[src/rtl/dsp58_result_collector_pkg.sv]
// Shared definitions for the DSP58 result collector.
// Holds the default frame geometry, the collector state encoding and a
// helper that sizes the beat index so a single-chain build still gets a
// legal one-bit counter.
package dsp58_result_collector_pkg;

  localparam int DEF_NUM_CASCADE_CHAINS = 32;
  localparam int DEF_OUTPUT_DATA_WIDTH  = 58;
  localparam int DEF_OUT_WIDTH          = 32;

  typedef enum logic {
    IDLE   = 1'b0,
    STREAM = 1'b1
  } state_t;

  function automatic int beat_idx_width(input int n);
    return (n > 1) ? $clog2(n) : 1;
  endfunction

endpackage

[src/rtl/dsp58_result_collector_if.sv]
// Bundle of the collector's frame-capture, AXI4-Stream and error signals.
//   y_valid / y_data_in / capture_ready : frame capture strobe, data, ready
//   m_axis_tdata/tvalid/tready/tlast    : output stream
//   overflow_err / sat_err / clear_err  : sticky error flags and their clear
// Modport 'slave' is the collector itself; 'master' is the surrounding logic
// that produces frames and sinks the stream.
interface dsp58_result_collector_if
  import dsp58_result_collector_pkg::*;
#(
  parameter int NUM_CASCADE_CHAINS = DEF_NUM_CASCADE_CHAINS,
  parameter int OUTPUT_DATA_WIDTH  = DEF_OUTPUT_DATA_WIDTH,
  parameter int OUT_WIDTH          = DEF_OUT_WIDTH
);

  logic                                y_valid;
  logic signed [OUTPUT_DATA_WIDTH-1:0] y_data_in [NUM_CASCADE_CHAINS];
  logic                                capture_ready;
  logic [OUT_WIDTH-1:0]                m_axis_tdata;
  logic                                m_axis_tvalid;
  logic                                m_axis_tready;
  logic                                m_axis_tlast;
  logic                                overflow_err;
  logic                                sat_err;
  logic                                clear_err;

  modport master (
    output y_valid, y_data_in, m_axis_tready, clear_err,
    input  capture_ready, m_axis_tdata, m_axis_tvalid, m_axis_tlast,
           overflow_err, sat_err
  );

  modport slave (
    input  y_valid, y_data_in, m_axis_tready, clear_err,
    output capture_ready, m_axis_tdata, m_axis_tvalid, m_axis_tlast,
           overflow_err, sat_err
  );

endinterface

[src/rtl/dsp58_round_sat.sv]
// Combinational round / arithmetic-shift / saturate of one chain result.
//   i_data : signed IN_WIDTH chain result
//   o_data : OUT_WIDTH two's-complement result, clamped to the signed range
//   o_sat  : high when o_data was clamped
// Rounding adds half an LSB of the shifted result (round half toward +inf).
// Everything runs one bit wider than the input so the rounding add cannot wrap.
module dsp58_round_sat #(
  parameter int IN_WIDTH  = 58,
  parameter int OUT_WIDTH = 32,
  parameter int SHIFT     = 0
) (
  input  logic signed [IN_WIDTH-1:0] i_data,
  output logic [OUT_WIDTH-1:0]       o_data,
  output logic                       o_sat
);

  localparam int EW = IN_WIDTH + 1;

  localparam logic signed [EW-1:0] MAX_VAL =
    {{(EW-OUT_WIDTH+1){1'b0}}, {(OUT_WIDTH-1){1'b1}}};
  localparam logic signed [EW-1:0] MIN_VAL =
    {{(EW-OUT_WIDTH+1){1'b1}}, {(OUT_WIDTH-1){1'b0}}};

  logic signed [EW-1:0] w_ext;
  logic signed [EW-1:0] w_rnd;
  logic signed [EW-1:0] w_shf;

  assign w_ext = {i_data[IN_WIDTH-1], i_data};

  generate
    if (SHIFT > 0) begin : g_round
      localparam logic signed [EW-1:0] HALF = EW'(1) << (SHIFT - 1);
      assign w_rnd = w_ext + HALF;
    end else begin : g_pass
      assign w_rnd = w_ext;
    end
  endgenerate

  assign w_shf = w_rnd >>> SHIFT;

  always_comb begin
    o_sat  = 1'b0;
    o_data = w_shf[OUT_WIDTH-1:0];
    if (w_shf > MAX_VAL) begin
      o_sat  = 1'b1;
      o_data = MAX_VAL[OUT_WIDTH-1:0];
    end else if (w_shf < MIN_VAL) begin
      o_sat  = 1'b1;
      o_data = MIN_VAL[OUT_WIDTH-1:0];
    end
  end

endmodule

[src/rtl/dsp58_result_collector.sv]
// Captures a frame of NUM_CASCADE_CHAINS DSP58 cascade results on a one-cycle
// strobe and streams them out over AXI4-Stream, chain 0 first, each word
// rounded/shifted/saturated to OUT_WIDTH.
//   clk, rst : clock and asynchronous active-high reset
//   bus      : capture, stream and error-flag signals (slave side)
//
// state  | meaning
// IDLE   | no frame held, capture_ready=1, stream idle
// STREAM | frame in shadow bank, beats being presented
//
// The word for the next beat is pre-computed through one round/sat unit and
// registered, so tdata never sees a combinational path from the bank.  The
// unit's input is the incoming chain 0 on an accepted strobe, otherwise the
// bank entry after the current beat.
module dsp58_result_collector
  import dsp58_result_collector_pkg::*;
#(
  parameter int NUM_CASCADE_CHAINS = DEF_NUM_CASCADE_CHAINS,
  parameter int OUTPUT_DATA_WIDTH  = DEF_OUTPUT_DATA_WIDTH,
  parameter int OUT_WIDTH          = DEF_OUT_WIDTH,
  parameter int SHIFT              = 0
) (
  input logic                     clk,
  input logic                     rst,
  dsp58_result_collector_if.slave bus
);

  localparam int BW = beat_idx_width(NUM_CASCADE_CHAINS);
  localparam logic [BW-1:0] LAST_BEAT = BW'(NUM_CASCADE_CHAINS - 1);

  state_t r_state;
  state_t w_state_nxt;

  logic [BW-1:0]                 r_beat;
  logic signed [OUTPUT_DATA_WIDTH-1:0] r_bank [NUM_CASCADE_CHAINS];
  logic [OUT_WIDTH-1:0]          r_tdata;
  logic                          r_tvalid;
  logic                          r_tlast;
  logic                          r_beat_sat;
  logic                          r_ovf;
  logic                          r_sat;

  logic                          w_hs;
  logic                          w_last_hs;
  logic                          w_advance;
  logic                          w_capture_ready;
  logic                          w_accept;
  logic [BW-1:0]                 w_beat_nxt;
  logic signed [OUTPUT_DATA_WIDTH-1:0] w_sel_word;
  logic [OUT_WIDTH-1:0]          w_rs_data;
  logic                          w_rs_sat;

  assign w_hs       = r_tvalid & bus.m_axis_tready;
  assign w_last_hs  = w_hs & r_tlast;
  assign w_advance  = w_hs & ~r_tlast;
  assign w_accept   = bus.y_valid & w_capture_ready;
  assign w_beat_nxt = r_beat + BW'(1);
  assign w_sel_word = w_accept ? bus.y_data_in[0] : r_bank[w_beat_nxt];

  dsp58_round_sat #(
    .IN_WIDTH  (OUTPUT_DATA_WIDTH),
    .OUT_WIDTH (OUT_WIDTH),
    .SHIFT     (SHIFT)
  ) u_round_sat (
    .i_data (w_sel_word),
    .o_data (w_rs_data),
    .o_sat  (w_rs_sat)
  );

  always_ff @(posedge clk or posedge rst) begin
    if (rst) r_state <= IDLE;
    else     r_state <= w_state_nxt;
  end

  always_comb begin
    w_state_nxt = r_state;
    case (r_state)
      IDLE:    if (w_accept) w_state_nxt = STREAM;
      STREAM:  if (w_last_hs && !w_accept) w_state_nxt = IDLE;
      default: w_state_nxt = IDLE;
    endcase
  end

  always_comb begin
    w_capture_ready = 1'b0;
    case (r_state)
      IDLE:    w_capture_ready = 1'b1;
      STREAM:  w_capture_ready = w_last_hs;
      default: w_capture_ready = 1'b0;
    endcase
  end

  always_ff @(posedge clk or posedge rst) begin
    if (rst) begin
      r_beat     <= '0;
      r_tdata    <= '0;
      r_tvalid   <= 1'b0;
      r_tlast    <= 1'b0;
      r_beat_sat <= 1'b0;
    end else if (w_accept) begin
      r_beat     <= '0;
      r_tdata    <= w_rs_data;
      r_tvalid   <= 1'b1;
      r_tlast    <= (NUM_CASCADE_CHAINS == 1);
      r_beat_sat <= w_rs_sat;
    end else if (w_advance) begin
      r_beat     <= w_beat_nxt;
      r_tdata    <= w_rs_data;
      r_tlast    <= (w_beat_nxt == LAST_BEAT);
      r_beat_sat <= w_rs_sat;
    end else if (w_last_hs) begin
      r_beat     <= '0;
      r_tvalid   <= 1'b0;
      r_tlast    <= 1'b0;
    end
  end

  // Bank is only ever read after a capture, so it carries no reset.
  always_ff @(posedge clk) begin
    if (w_accept) begin
      for (int i = 0; i < NUM_CASCADE_CHAINS; i++) begin
        r_bank[i] <= bus.y_data_in[i];
      end
    end
  end

  // Set terms are OR-ed in after the clear so a coincident event wins.
  always_ff @(posedge clk or posedge rst) begin
    if (rst) begin
      r_ovf <= 1'b0;
      r_sat <= 1'b0;
    end else begin
      r_ovf <= (bus.y_valid & ~w_capture_ready) | (r_ovf & ~bus.clear_err);
      r_sat <= (w_hs & r_beat_sat) | (r_sat & ~bus.clear_err);
    end
  end

  assign bus.capture_ready = w_capture_ready;
  assign bus.m_axis_tdata  = r_tdata;
  assign bus.m_axis_tvalid = r_tvalid;
  assign bus.m_axis_tlast  = r_tlast;
  assign bus.overflow_err  = r_ovf;
  assign bus.sat_err       = r_sat;

endmodule

[src/flat_wrapper.sv]
// flat-port wrapper written by rule: the top's interface ports become plain ports
module dsp58_result_collector_flat import dsp58_result_collector_pkg::*;
#(
  parameter int NUM_CASCADE_CHAINS = DEF_NUM_CASCADE_CHAINS,
  parameter int OUTPUT_DATA_WIDTH  = DEF_OUTPUT_DATA_WIDTH,
  parameter int OUT_WIDTH          = DEF_OUT_WIDTH,
  parameter int SHIFT              = 0
)
  (clk, rst, bus_y_valid, bus_y_data_in, bus_m_axis_tready, bus_clear_err, bus_capture_ready, bus_m_axis_tdata, bus_m_axis_tvalid, bus_m_axis_tlast, bus_overflow_err, bus_sat_err);
  dsp58_result_collector_if #(.NUM_CASCADE_CHAINS(NUM_CASCADE_CHAINS), .OUTPUT_DATA_WIDTH(OUTPUT_DATA_WIDTH), .OUT_WIDTH(OUT_WIDTH)) bus_i ();
  input logic clk;
  input logic rst;
  input wire logic [$bits(bus_i.y_valid)-1:0] bus_y_valid;
  input wire logic [$bits(bus_i.y_data_in)-1:0] bus_y_data_in;
  input wire logic [$bits(bus_i.m_axis_tready)-1:0] bus_m_axis_tready;
  input wire logic [$bits(bus_i.clear_err)-1:0] bus_clear_err;
  output wire logic [$bits(bus_i.capture_ready)-1:0] bus_capture_ready;
  output wire logic [$bits(bus_i.m_axis_tdata)-1:0] bus_m_axis_tdata;
  output wire logic [$bits(bus_i.m_axis_tvalid)-1:0] bus_m_axis_tvalid;
  output wire logic [$bits(bus_i.m_axis_tlast)-1:0] bus_m_axis_tlast;
  output wire logic [$bits(bus_i.overflow_err)-1:0] bus_overflow_err;
  output wire logic [$bits(bus_i.sat_err)-1:0] bus_sat_err;
  assign bus_i.y_valid = bus_y_valid;
  assign bus_i.y_data_in = {>>{bus_y_data_in}};
  assign bus_i.m_axis_tready = bus_m_axis_tready;
  assign bus_i.clear_err = bus_clear_err;
  assign bus_capture_ready = bus_i.capture_ready;
  assign bus_m_axis_tdata = bus_i.m_axis_tdata;
  assign bus_m_axis_tvalid = bus_i.m_axis_tvalid;
  assign bus_m_axis_tlast = bus_i.m_axis_tlast;
  assign bus_overflow_err = bus_i.overflow_err;
  assign bus_sat_err = bus_i.sat_err;
  dsp58_result_collector #(.NUM_CASCADE_CHAINS(NUM_CASCADE_CHAINS), .OUTPUT_DATA_WIDTH(OUTPUT_DATA_WIDTH), .OUT_WIDTH(OUT_WIDTH), .SHIFT(SHIFT)) u_core (.clk(clk), .rst(rst), .bus(bus_i));
endmodule
[config.mk]
export PLATFORM = sky130hd
export DESIGN_NAME = dsp58_result_collector_flat
export DESIGN_NICKNAME = d
export VERILOG_FILES = /design/src/rtl/dsp58_result_collector_pkg.sv /design/src/rtl/dsp58_result_collector_if.sv /design/src/rtl/dsp58_round_sat.sv /design/src/rtl/dsp58_result_collector.sv /design/src/flat_wrapper.sv
export SDC_FILE = /design/constraint.sdc
export NUM_CORES = 2
export LEC_CHECK = 0
export BUFFER_PORTS_ARGS = -buffer_cell sky130_fd_sc_hd__buf_2
export CAP_MARGIN = 10
export CORE_AREA = 2 2 735 737
export CTS_CLUSTER_SIZE = 40
export DETAILED_ROUTE_END_ITERATION = 6
export DIE_AREA = 0 0 737 739
export GPL_ROUTABILITY_DRIVEN = 0
export PLACE_DENSITY = 0.38
export SLEW_MARGIN = 40
export SYNTH_ARGS = -nofsm -noshare
export SYNTH_HDL_FRONTEND = slang
export SYNTH_SLANG_ARGS = --single-unit
[constraint.sdc]
create_clock -name clk -period 55.4 [get_ports clk]
set_clock_uncertainty 0.05 [all_clocks]
set_input_delay 2.77 -clock clk [delete_from_list [all_inputs] [get_ports clk]]
set_output_delay 2.77 -clock clk [all_outputs]
set_load 0.02 [all_outputs]
; ---- Word level (Yosys, flattened, before mapping)
; Memory sizes are Yosys's and may differ from the RTL's.
; Index checks and enable logic that the tools add are counted.
[op_classes]
n_addsub = 1
order_cmp = 2
eq_ne = 2
mux = 22
bitwise_logic = 14
n_reduce_logical = 6
[op_table]
columns = op, count
row1 = 32-bit two-way mux, 4
row2 = "58-bit by 32-bit greater-than comparator with 1-bit output, second input constant", 1
row3 = "58-bit by 32-bit < comparator with 1-bit output, second input constant", 1
row4 = 58-bit two-way mux, 1
row5 = 5-bit two-way mux, 3
row6 = 1-bit two-way mux, 12
row7 = 1-bit AND, 8
row8 = "5-bit by 1-bit adder with 5-bit output, second input constant", 1
row9 = "5-bit == test, second input constant", 1
row10 = 1-bit inverter, 4
row11 = 1-bit case mux with 2 select lines, 2
row12 = 2-bit nonzero test, 2
row13 = 3-bit nonzero test, 1
row14 = "2-bit != test, second input constant", 1
row15 = 1-bit bitwise OR, 2
row16 = 2-bit AND reduction, 1
row17 = 1-bit logical AND, 1
row18 = 1-bit logical NOT, 1
[totals]
regBits = 43
mem_bits_rw = 1856
out_inout_bits = 37
elab_cells = 56
memories = 1
[memory_table]
columns = memory, words, word_bits, read_ports, rd_ports_with_merged_regs, write_ports, line_no
row1 = u_core.r_bank, 32, 58, 1, 0, 32, dsp58_result_collector.sv:35  ; logic signed [OUTPUT_DATA_WIDTH-1:0] r_bank [NUM_CASCADE_CHAINS];

; ---- Logic depth before layout (Yosys ltp)
[depth]
word_depth = 10
mapped_depth = 21
mapped_depth_nobuf = 11

; ---- Modules after synthesis
; Synthesis repeated with hierarchy kept, for this count alone.
[hier_totals]
cells_unflattened = 3513
hier_area_um2 = 73789.5
[modules_own_cells]
columns = module, n_inst, cells_each, area_each_um2
row1 = dsp58_result_collector, 1, 3410, 73057.6
row2 = dsp58_round_sat, 1, 103, 732.0

; ---- Least setup slack after synthesis
; OpenSTA, ideal clock, no wires.
[synth_path]
path_kind = input-to-reg
startpoint = input bus_m_axis_tready
endpoint = register u_core.r_tdata[0], in the netlist u_core.bus.m_axis_tdata[0]
setup_ps = 82
arrival_ps = 57539
required_time_ps = 55268
setup_slack_ps = -2271
cell_stages = 12
cell_sequence = nand3_1 -> nand2_1 -> nand2_1 -> inv_1 -> clkbuf_1 -> clkbuf_1 -> buf_1 -> nand3_1 -> a211oi_1 -> a31oi_2 -> buf_6 -> a22oi_2
[synth_between]
elab_chain_cells = 10
word_cells_on_any_way = 13
[synth_lines]
columns = element, line_no
row1 = from (decl), flat_wrapper.sv:15  ; input wire logic [$bits(bus_i.m_axis_tready)-1:0] bus_m_axis_tready;
row2 = 1-bit AND *, dsp58_result_collector.sv:53  ; assign w_hs = r_tvalid & bus.m_axis_tready;
row3 = 1-bit AND *, dsp58_result_collector.sv:54  ; assign w_last_hs = w_hs & r_tlast;
row4 = 1-bit case mux with 2 select lines *, dsp58_result_collector.sv:86  ; case (r_state)
row5 = net bus_capture_ready, flat_wrapper.sv:17  ; output wire logic [$bits(bus_i.capture_ready)-1:0] bus_capture_ready;
row6 = 1-bit AND *, dsp58_result_collector.sv:56  ; assign w_accept = bus.y_valid & w_capture_ready;
row7 = net u_core.w_accept, dsp58_result_collector.sv:47  ; logic w_accept;
row8 = 58-bit two-way mux, dsp58_result_collector.sv:58  ; assign w_sel_word = w_accept ? bus.y_data_in[0] : r_bank[w_beat_nxt];
row9 = 58-bit by 32-bit < comparator with 1-bit output, dsp58_round_sat.sv:47  ; end else if (w_shf < MIN_VAL) begin
row10 = 32-bit two-way mux, dsp58_round_sat.sv:47
row11 = 32-bit two-way mux, dsp58_round_sat.sv:44  ; if (w_shf > MAX_VAL) begin
row12 = 32-bit two-way mux, dsp58_result_collector.sv:106  ; end else if (w_advance) begin
row13 = 32-bit two-way mux, dsp58_result_collector.sv:100  ; end else if (w_accept) begin
row14 = to (signal assigned), dsp58_result_collector.sv:102  ; r_tdata <= w_rs_data;
row15 = to (signal assigned), dsp58_result_collector.sv:108  ; r_tdata <= w_rs_data;
row16 = to (decl), dsp58_result_collector.sv:36  ; logic [OUT_WIDTH-1:0] r_tdata;
; Mark *: on every way through the listed nets, which the timed path passes. The rest lies on a longest branch. The select of a mux whose other input is x is not followed.
; A chain may end at the register's enable or synchronous reset.

; ---- Worst setup path in the final report
[layout_path]
startpoint = register u_core.r_beat[0]
endpoint = register u_core.r_tdata[1], in the netlist u_core.bus.m_axis_tdata[1]
[layout_between]
elab_chain_cells = 8
word_cells_on_any_way = 9
[layout_lines]
columns = element, line_no
row1 = from (decl), dsp58_result_collector.sv:34  ; logic [BW-1:0] r_beat;
row2 = from (signal assigned), dsp58_result_collector.sv:107  ; r_beat <= w_beat_nxt;
row3 = 5-bit by 1-bit adder with 5-bit output *, dsp58_result_collector.sv:57  ; assign w_beat_nxt = r_beat + BW'(1);
row4 = memory read 32 x 58 bit *, -
row5 = 58-bit two-way mux *, dsp58_result_collector.sv:58
row6 = 58-bit by 32-bit < comparator with 1-bit output, dsp58_round_sat.sv:47
row7 = 32-bit two-way mux, dsp58_round_sat.sv:47
row8 = 32-bit two-way mux *, dsp58_round_sat.sv:44
row9 = 32-bit two-way mux, dsp58_result_collector.sv:106
row10 = 32-bit two-way mux *, dsp58_result_collector.sv:100
; Every way passes the cells marked *; elsewhere a longest branch is shown, timed or not. The select of a mux whose other input is x is not followed.

==> flow_summary.yaml <==
critical_path:
  critPathSlowestCell: "dfrtp_4"
  cp-start-kind: "flip-flop"
  arrival_ns: 7.89
  path_cells: "buf_12 -> buf_16 -> buf_4 -> buf_4 -> buf_12 -> buf_6 -> buf_6 -> buf_4 -> buf_4 -> mux4_2 -> mux4_2 -> nand2_1 -> a31oi_1 -> a21oi_1 -> a22oi_2"
  required_ns: 56.07
  worstSetupEndpointType: "flip-flop"
  max_stage_delay_ns: 0.81
  path_common_cell: "buf_4"
  path_class: "reg -> reg"
  path_max_fanout: 58
synth:
  synth_area_per_cell_sq_um: 22.0
  ys_ff_latch: 1899
  seq_area_frac_synth_pct: 77.0
  synth-edff-count: 1856
  syn_nets: 5215
  synthCells: 3352
  syn-cell-area_sq_mm: 0.0738
  synth_ff_type: "edfxtp_1"
  synth_cell_types: 73
  ys.warnings.count: 0
  synth_async_sr_flop_share_pct: 2.26
status:
  outcome: "completed"
global_route:
  grt_antenna_before_repair: 529
  overflow: 0
  gr-usage-all-layers_pct: 13.8
  grt_pass1_wl_microns: 492000
  grt_pass1_vias: 47200
  grt_max_degree: 103
clock_tree:
  cts.htree.levels: 4
  postCtsHoldBufs: 0
  post-cts-setup-buffers: 0
  cts_made_buffers: 231
  path_clk_slew_ns: 0.06
  cts_resized: 0
  clock_latency_ns: 0.95
  clock_sinks: 1899
  clockBufferDepth: 4
  clock-root-buffer: "clkbuf_16"
  cts_tree: "built"
sta:
  fin_setup_tns_ns: 0
  finalMaxSlewViolations: 0
  timing.final.crit_share_pct: 13.0
  rsz0062_at_grt: "false"
  fin_ws_ns: 48.18
  fin_hold_ws_ns: 0.470
  fmax_mhz: 139
  worstMarginPinSlew_ns: 0.875
  finalHoldViolCount: 0
  finalSetupViolCount: 0
  maxSlewHeadroom_pct: 41.6
  fin_crit_ns: 7.22
die:
  die-width_microns: 737
  num_rows: 269
  core_area_sq_mm: 0.536
  initial_utilization_pct: 13.8
  boundaryPins: 1898
  die-area_sq_mm: 0.545
  die_height_microns: 739
detailed_routing:
  routedWlPerCell_microns: 30.3
  drc_errors: 0
  vias: 45900
  first_pass_iters: 7
  drt-vias-per-instance: 3.56
  totalWireLength_microns: 391000
  drtIter0Drc: 4551
  detail-route-antenna-nets: 0
power:
  p_seq_share_pct: 34.6
  cellLeakagePower_nw: 33.9
  combPwrFrac_pct: 32.2
  p_clk_share_pct: 33.2
  switching_power_mw: 1.65
  powerDensity_mw_per_mm2: 46.5
  swShare_pct: 35.2
  p_int_mw: 3.02
  max-vdd-ir-drop_mv: 0.0349
layout:
  final_nets: 7245
  final_common_cell: "buf_2"
  finalInstanceArea_sq_mm: 0.100
  stdcell_count: 12900
  fill_cells: 57900
  drive_gt1_share_pct: 52.0
  layout_common_cells: "buf_2 (1897), edfxtp_1 (1856), mux4_2 (500)"
  syn_to_final_growth_pct: 36.0
placement:
  portBuffers: 1897
  dp_cells: 12300
  place_area_sq_mm: 0.0922
  dp_slack_ns: 47.20
  hpwlAfterDp_microns: 318000
flow_run:
  drv_cap: 0
hold_path:
  hold_path.class: "reg -> reg"
==> layout make-up <==
class,instances,area (sq um),share of cell area (%)
sequential,1899,56800,56.6
multi-input combinational,1251,16100,16.0
timing repair buffer,1989,10500,10.4
tap,7181,8980,8.95
clock buffer,290,6040,6.02
clock inverter,133,1590,1.58
antenna,152,380,0.379
inverter,10,46.3,0.0461
==> critical path, delay by kind of cell, from the launching register on <==
| family | cells | cell delay, ns |
|---|---|---|
| buffers and inverters | 9 | 4.07 |
| multiplexers | 2 | 1.12 |
| flip-flops | 1 | 0.81 |
| AO/OA/AOI/OAI | 3 | 0.39 |
| AND/OR/NAND/NOR | 1 | 0.09 |
==> metrics by stage <==
| stage | util, % | total power [mW] |
|---|---|---|
| after floorplan | - | 2.44 |
| after global placement | 17.2 | 3.18 |
| after detailed placement | 17.2 | 3.18 |
| after CTS | 18.6 | 4.76 |
| after global routing | 18.7 | 4.86 |
| final | 18.7 | 4.67 |
==> logic make-up (layout without fill, tap and decap cells) <==
kind of cell,after synthesis,count (layout),synth area share [%]
buffers and inverters,202,2422,1.50
multiplexers,569,569,16.3
AO/OA/AOI/OAI,199,199,2.10
XOR/XNOR,8,8,0.166
adder cells (fa/ha/maj),2,2,0.0339
flip-flops,1899,1899,77.0
other,0,152,0
AND/OR/NAND/NOR,473,473,2.97
==> worst paths after layout <==
check                                                        start                                      end  slack (ns)  cells past startpoint
max                                   u_core.r_beat[0]$_DFFE_PP0P_   u_core.bus.m_axis_tdata[1]$_DFFE_PP0P_       48.18                     15
min                        u_core.bus.m_axis_tdata[31]$_DFFE_PP0P_  u_core.bus.m_axis_tdata[31]$_DFFE_PP0P_        0.47                      2
max reg2reg                           u_core.r_beat[0]$_DFFE_PP0P_   u_core.bus.m_axis_tdata[1]$_DFFE_PP0P_       48.18                     15
min reg2reg                u_core.bus.m_axis_tdata[31]$_DFFE_PP0P_  u_core.bus.m_axis_tdata[31]$_DFFE_PP0P_        0.47                      2
max in group asynchronous                                      rst  u_core.bus.m_axis_tdata[25]$_DFFE_PP0P_       52.71                      4
min in group asynchronous                                      rst        u_core.bus.overflow_err$_DFF_PP0_        1.72                      2
==> state kept, by name, summed over array words and instances, names as in the netlist <==
signal,count
u_core.bus.m_axis_tdata,32
u_core.r_state,1
u_core.r_beat_sat,1
u_core.r_bank,1856
u_core.bus.m_axis_tlast,1
u_core.bus.sat_err,1
u_core.r_beat,5
u_core.bus.m_axis_tvalid,1
u_core.bus.overflow_err,1
==> power by group through the flow <==
stage          Combinational [mW]  Clock (mW)  Sequential (mW)
2_1_floorplan               0.774           0             1.67
4_1_cts                      1.54        1.61             1.62
3_3_place_gp                 1.53           0             1.65
3_5_place_dp                 1.53           0             1.65
5_1_grt                      1.59        1.65             1.62
6_report                     1.50        1.55             1.62
==> synthesized netlist by cell type (all sizes together) (3+ instances only) <==
cell,instances,area (sq um)
a22oi,34,405
buf,114,773
nand3b,14,105
edfxtp,1856,55700
mux2,7,78.8
o22ai,4,25.0
nor3,13,65.1
or4,3,22.5
a41o,3,30.0
nand3,45,225
or2,3,18.8
nand4,14,87.6
xnor2,3,41.3
clkbuf,78,293
and2,16,100
a22o,4,35.0
mux4,502,11300
nor4,4,31.3
o21ai,17,88.8
nand2b,3,18.8
or3,3,18.8
inv,10,37.5
and3,10,67.6
xor2,5,81.3
nand2,253,950
a32oi,26,228
nor3b,24,180
a41oi,6,52.6
dfrtp,43,1080
a21oi,35,175
nor2b,7,43.8
nor2,56,210
a31oi,48,307
a211oi,3,22.5
mux2i,60,601
==> per-layer routing <==
layer	track usage, %	share of wire [%]	vias to the layer above
met4	3.14	2.8	228
met1	17.9	42	23600
met5	0	0.37	-
met2	21.0	44	2669
li1	-	-	18400
met3	5.97	11	993
No activity file was read; power rests on OpenSTA's default activity.
